File: src/rtl/alu_issue_stage.sv
// ID/EX issue register: decodes one RV32I integer instruction into ALU operands,
// opcode and invert control, and holds them in a single-entry valid/ready stage.
module alu_issue_stage #(
  parameter int XLEN = 32,
  parameter int PC_W = 32
) (
  input  logic            clk,
  input  logic            reset,
  input  logic            flush,
  input  logic            in_valid,
  output logic            in_ready,
  input  logic [31:0]     in_instr,
  input  logic [PC_W-1:0] in_pc,
  input  logic [XLEN-1:0] rs1_data,
  input  logic [XLEN-1:0] rs2_data,
  output logic            out_valid,
  input  logic            out_ready,
  output logic [XLEN-1:0] out_alu_in1,
  output logic [XLEN-1:0] out_alu_in2,
  output logic [2:0]      out_aluop,
  output logic            out_invert,
  output logic [4:0]      out_rd,
  output logic            out_we,
  output logic            out_illegal,
  output logic [PC_W-1:0] out_pc
);

  typedef enum logic [6:0] {
    OPC_OP     = 7'b0110011,
    OPC_OP_IMM = 7'b0010011,
    OPC_LUI    = 7'b0110111,
    OPC_AUIPC  = 7'b0010111
  } opcode_e;

  logic [6:0]      opcode;
  logic [2:0]      funct3;
  logic [6:0]      funct7;
  logic [4:0]      shamt;
  logic [4:0]      rd;
  logic [XLEN-1:0] dec_in1;
  logic [XLEN-1:0] dec_in2;
  logic [2:0]      dec_op;
  logic            dec_inv;
  logic            dec_illegal;
  logic            load;
  logic            unused_rs1_field;

  assign opcode           = in_instr[6:0];
  assign rd               = in_instr[11:7];
  assign funct3           = in_instr[14:12];
  assign shamt            = in_instr[24:20];
  assign funct7           = in_instr[31:25];
  assign unused_rs1_field = ^in_instr[19:15];

  assign in_ready = !out_valid || out_ready;
  assign load     = in_valid && in_ready;

  always_comb begin
    dec_in1     = '0;
    dec_in2     = '0;
    dec_op      = '0;
    dec_inv     = 1'b0;
    dec_illegal = 1'b0;
    case (opcode)
      OPC_OP: begin
        dec_in1 = rs1_data;
        dec_in2 = rs2_data;
        dec_op  = funct3;
        if (funct7 == 7'b0100000) begin
          if (funct3 == 3'b000) begin
            dec_in2 = '0 - rs2_data;
          end else if (funct3 == 3'b101) begin
            // ALU re-complements operand 2, restoring the shift amount
            dec_in2 = ~rs2_data;
            dec_inv = 1'b1;
          end else begin
            dec_illegal = 1'b1;
          end
        end else if (funct7 != 7'b0000000) begin
          dec_illegal = 1'b1;
        end
      end
      OPC_OP_IMM: begin
        dec_in1 = rs1_data;
        dec_in2 = {{(XLEN-12){in_instr[31]}}, in_instr[31:20]};
        dec_op  = funct3;
        if (funct3 == 3'b001) begin
          dec_in2 = {{(XLEN-5){1'b0}}, shamt};
          if (funct7 != 7'b0000000) dec_illegal = 1'b1;
        end else if (funct3 == 3'b101) begin
          dec_in2 = {{(XLEN-5){1'b0}}, shamt};
          if (funct7 == 7'b0100000) begin
            dec_in2 = ~{{(XLEN-5){1'b0}}, shamt};
            dec_inv = 1'b1;
          end else if (funct7 != 7'b0000000) begin
            dec_illegal = 1'b1;
          end
        end
      end
      OPC_LUI: begin
        dec_in2 = {in_instr[31:12], {(XLEN-20){1'b0}}};
      end
      OPC_AUIPC: begin
        dec_in1 = XLEN'(in_pc);
        dec_in2 = {in_instr[31:12], {(XLEN-20){1'b0}}};
      end
      default: dec_illegal = 1'b1;
    endcase
    if (dec_illegal) begin
      dec_in1 = '0;
      dec_in2 = '0;
      dec_op  = '0;
      dec_inv = 1'b0;
    end
  end

  always_ff @(posedge clk) begin
    if (reset) begin
      out_valid   <= 1'b0;
      out_alu_in1 <= '0;
      out_alu_in2 <= '0;
      out_aluop   <= '0;
      out_invert  <= 1'b0;
      out_rd      <= '0;
      out_we      <= 1'b0;
      out_illegal <= 1'b0;
      out_pc      <= '0;
    end else if (flush) begin
      out_valid <= 1'b0;
    end else if (load) begin
      out_valid   <= 1'b1;
      out_alu_in1 <= dec_in1;
      out_alu_in2 <= dec_in2;
      out_aluop   <= dec_op;
      out_invert  <= dec_inv;
      out_rd      <= rd;
      out_we      <= !dec_illegal && (rd != 5'd0);
      out_illegal <= dec_illegal;
      out_pc      <= in_pc;
    end else if (out_ready) begin
      out_valid <= 1'b0;
    end
  end

endmodule
File: config.mk
export PLATFORM = sky130hd
export DESIGN_NAME = alu_issue_stage
export DESIGN_NICKNAME = d
export VERILOG_FILES = /design/src/rtl/alu_issue_stage.sv
export SDC_FILE = /design/constraint.sdc
export NUM_CORES = 1
export LEC_CHECK = 0
export ABC_AREA = 1
export CORE_MARGIN = 3
export CORE_UTILIZATION = 30
export CTS_BUF_LIST = sky130_fd_sc_hd__clkbuf_16
export CTS_CLUSTER_DIAMETER = 150
export DETAILED_ROUTE_END_ITERATION = 10
export PLACE_DENSITY_LB_ADDON = 0.2
export SLEW_MARGIN = 30
export SYNTH_ARGS = -nofsm -noshare
export SYNTH_HDL_FRONTEND = slang
export SYNTH_SLANG_ARGS = --single-unit
File: constraint.sdc
create_clock -name clk -period 2.6 [get_ports clk]
set_input_delay 0.78 -clock clk [delete_from_list [all_inputs] [get_ports clk]]
set_output_delay 0.78 -clock clk [all_outputs]
set_load 0.02 [all_outputs]
* Yosys cells after proc, flatten, opt, wreduce, memory -nomap -nowiden
Cells that the tools add are included.
Word-level totals: flip-flop bits (word level) 108, latch bits 0, memory bits (writable) 0, ROM bits 0, input port bits 133, output and inout port bits 109, word-level logic and storage cells 63, memories 0
Operators by class: $add $sub $neg 1, multipliers 0, div/mod/pow operators 0, $lt $le $gt $ge 0, equal/unequal tests 7, shift-type cells 0, mux-type cells 30, bitwise gates (word level) 3, reduce and logical (&&, ||, !) cells 13
Operator list (count):
- 32-bit 2-to-1 mux | 8
- 32-bit one-hot mux with 3 select lines | 1
- 32-bit one-hot mux with 2 select lines | 1
- 32-bit NOT | 1
- 5-bit NOT with 32-bit output | 1
- 1-bit by 32-bit subtractor with 32-bit output, first input constant | 1
- 7-bit by 6-bit equality test with 1-bit output, second input constant | 3
- 1-bit 2-to-1 mux | 16
- 7-bit by 5-bit equality test with 1-bit output, second input constant | 2
- 7-bit nonzero test | 1
- 3-bit 2-to-1 mux | 2
- 2-bit OR reduction | 3
- 5-bit nonzero test | 1
- 3-bit by 1-bit equality test with 1-bit output, second input constant | 1
- 3-bit equality test, second input constant | 1
- 3-bit logical NOT | 1
- 1-bit one-hot mux with 3 select lines | 1
- 1-bit logical AND | 2
- 1-bit logical NOT | 2
- 1-bit one-hot mux with 2 select lines | 1
- 2-bit AND reduction | 1
- 2-bit nonzero test | 1
- 1-bit logical OR | 1
- 1-bit NOT | 1

* Logic depth before layout (Yosys ltp)
depth after elaboration 8, mapped depth 14

* Worst setup path after synthesis
OpenSTA, ideal clock, no wires.
kind input port to flip-flop, from input port rs2_data[0], to register out_alu_in2[10], data arrival time 1981 ps, data required time 2530 ps, slack 548 ps, stages 14, buffers on the path 0, cells stage by stage inv_1 ha_1 nand2_1 nor2_1 nand2_1 nor2_4 inv_1 o21ai_0 inv_1 nand2_1 nand3_1 nand2_1 nand2_1 a21oi_1
Between the ends: longest elaborated chain between the ends 5
RTL lines:
- from (decl) | line 15 | input logic [XLEN-1:0] rs2_data,
- 1-bit by 32-bit subtractor with 32-bit output | line 71 | dec_in2 = '0 - rs2_data;
- 32-bit 2-to-1 mux | line 70 | if (funct3 == 3'b000) begin
- 32-bit 2-to-1 mux | line 69 | if (funct7 == 7'b0100000) begin
- 32-bit one-hot mux with 3 select lines | line 64 | case (opcode)
- 32-bit 2-to-1 mux | line 109 | if (dec_illegal) begin
- to (signal assigned) | line 133 | out_alu_in2 <= dec_in2;
- to (decl) | line 19 | output logic [XLEN-1:0] out_alu_in2,
No other way between the ends. A chain may end at the register's enable or synchronous reset.

* Worst setup path in the final report
from input port out_ready, to output port in_ready
Between the ends: longest elaborated chain between the ends 1
RTL lines:
- from (decl) | line 17 | input logic out_ready,
- 1-bit logical OR | line 55 | assign in_ready = !out_valid || out_ready;
- to (decl) | line 11 | output logic in_ready,
No other way between the ends.

==> results.yml <==
synthesis:
  avgSynthCellArea_sq_um: 6.416
  synth_cell_types: 35
  yosysTopAreaCell: "dfxtp_1"
  ys_async_sr_fraction_pct: 0
  syn_area_sq_um: 6025
  synthCells: 939
  synthFlopType: "dfxtp_1"
  ys_warn_count: 0
  synth_edf_count: 0
  seq_area_frac_synth_pct: 35.89
  synth_top_area_share_pct: 35.89
  synthTopCellsByArea: "dfxtp_1, nand2_1, a21oi_1, inv_1, nand3_1"
  synth_seq_cells: 108
  syn_nets: 1073
  synth_common_cells: "nand2_1, a21oi_1, inv_1"
  yosysMostFrequentCell: "nand2_1"
sta:
  finalSetupTns_ns: 0
  fin_ws_ns: 0.1142
  period_needed_ns: 2.486
  skew_ns: 0.01367
  tightestPinTransition_ns: 0.7986
  setup_violations: 0
  rsz0062_at_grt: "no"
  finalCritPeriodShare_pct: 95.61
  fmax_ghz: 0.4023
  maxSlewHeadroom_pct: 46.76
  hold_viol_final: 0
  drv_slew: 0
  holdWs_ns: 0.4657
pwr:
  ir_drop_mv: 0.3809
  p_comb_share_pct: 18.4
  p_leak_nw: 4.046
  p_clk_share_pct: 36.7
  share_seq_of_total_power_pct: 44.9
  power.density_nw_per_um2: 393.5
  p_sw_share_pct: 28.32
  p_int_mw: 2.730
  p_sw_mw: 1.079
placed_design:
  place_congestion: 0.9383
  io_buffers: 241
  place_area_sq_um: 9371
  dpl.hpwl_um: 18080
  dp.cells: 1485
  pre_cts_slack_ns: -0.2484
detailed_routing:
  vias: 7203
  drc: 0
  wl_per_cell_um: 15.83
  final_antenna_net_count: 0
  viasPerCell: 4.799
  dr.first_iter.drc_count: 631
  wl_um: 23760
  drtPass1Iterations: 5
min_path:
  hold_class: "flop to flop"
setup_path:
  path_max_fanout: 2
  endpoint_kind: "output pin"
  timing_worst_setup_path_type: "input port to output pin"
  arrival_ns: 1.71
  critPathRequiredTime_ns: 1.82
  cp-start-kind: "input port"
cells_and_area:
  antenna_cells: 0
  fillCellCount: 2027
  layout-drive-gt1-share_pct: 11.73
  instances_no_fill: 1501
  fin_nets: 1365
  layout-area-overhead-vs-synth_pct: 60.64
  stdcell_area_sq_um: 9678
clock_network:
  clock_path_buffers: 2
  cts-buffers-inserted: 9
  cts.sinks: 108
  clockRootBuffer: "clkbuf_16"
  path_clk_slew_ns: 0.08
  clock_latency_ns: 0.36
  cts_tree: "built"
  hold_buffers: 0
  htree_levels: 3
run:
  max-cap-violations: 0
grt:
  grt_max_degree: 102
  grt_antenna_before_repair: 0
  track_usage_pct: 20.98
  grt_overflow_total: 0
  grt_pass1_vias: 6622
  grt_pass1_wl_um: 36350
floorplan:
  io_pins: 242
  die-area_sq_um: 21820
  core_area_sq_um: 19590
  num_rows: 51
  start_util_pct: 30.75
  die_h_um: 147.7
  die_x_um: 147.7
outcome:
  status: "finished clean"
==> critical path: stages <==
cell and delay [ns]:
clkdlybuf4s50_1 0.40, nor2_1 0.14, inv_1 0.07, dlygate4sd2_1 0.32
==> layout make-up <==
cell class                 instances  area [sq um]  share of cell area (%)
clock inverter                     7         63.81                  0.6593
clock buffer                       9         225.2                   2.327
timing repair buffer             339          3269                   33.78
sequential                       108          2162                   22.34
multi-input combinational        642          3132                   32.36
inverter                         131         494.2                   5.107
tap                              265         331.6                   3.426
==> cell families (layout without fill, tap and decap cells) <==
group / count (synthesis) / count (layout) / synth area share, %
fa+ha+maj: 1 / 1 / 0.2077
simple gates: 394 / 394 / 29.57
buf+inv: 189 / 486 / 12.50
flops: 108 / 108 / 35.89
compound gates: 246 / 246 / 21.68
xor+xnor: 1 / 1 / 0.1454
==> registers in the layout (all words and copies together), names as in the netlist <==
register	flops
out_alu_in1	32
out_alu_in2	32
out_aluop	3
out_illegal	1
out_invert	1
out_pc	32
out_rd	5
out_valid	1
out_we	1
==> worst paths after layout <==
kind / start / end / slack (ns) / cells past startpoint
max: out_ready / in_ready / 0.11 / 4
min reg2reg: out_alu_in1[10]$_SDFFE_PP0P_ / out_alu_in1[10]$_SDFFE_PP0P_ / 0.47 / 2
min: out_alu_in1[10]$_SDFFE_PP0P_ / out_alu_in1[10]$_SDFFE_PP0P_ / 0.47 / 2
max reg2reg: out_valid$_SDFFE_PP0P_ / out_alu_in1[28]$_SDFFE_PP0P_ / 0.98 / 8
==> per-stage QoR <==
stage | total power [mW] | utilization [%]
after floorplan | 2.010 | -
after global placement | 2.447 | 47.84
after detailed placement | 2.446 | 47.84
after CTS | 3.849 | 49.31
after global routing | 3.967 | 49.40
final | 3.808 | 49.40
==> power groups by stage <==
stage	sequential, mW	clock, mW	combinational (mW)
floorplan	1.80	0	0.210
global placement	1.75	0	0.697
detailed placement	1.75	0	0.697
CTS	1.71	1.44	0.699
global route	1.72	1.49	0.757
finish	1.71	1.40	0.699
==> metal layers <==
| layer | global-route usage [%] | part of all wire, % | up-vias |
|---|---|---|---|
| met5 | 0 | 0 | - |
| met1 | 30.02 | 47 | 3199 |
| met2 | 31.22 | 43 | 278 |
| met3 | 4.200 | 7.1 | 42 |
| met4 | 7.735 | 3.1 | 0 |
| li1 | - | - | 3684 |
==> cell usage in the layout, fill, tap and decap left out, types with 4 or more instances in the layout <==
cell type / instances
clkdlybuf4s50_1: 238
nand2_1: 215
a21oi_1: 140
inv_1: 127
dfxtp_1: 108
buf_4: 88
nand3_1: 62
o21ai_0: 57
nor2_1: 46
nand4_1: 40
o22ai_1: 34
buf_12: 10
clkbuf_16: 9
nor3_1: 5
nor2_2: 5
o21ai_1: 4
nor2_4: 4
==> timing repair <==
item | 4_1_cts | 5_1_grt
pin swaps | 0 | 1
endpoints found under the setup margin | 1 | 9
resized for setup | 1 | 9
buffers inserted | 0 | 0
(Power assumes the default switching activity.)
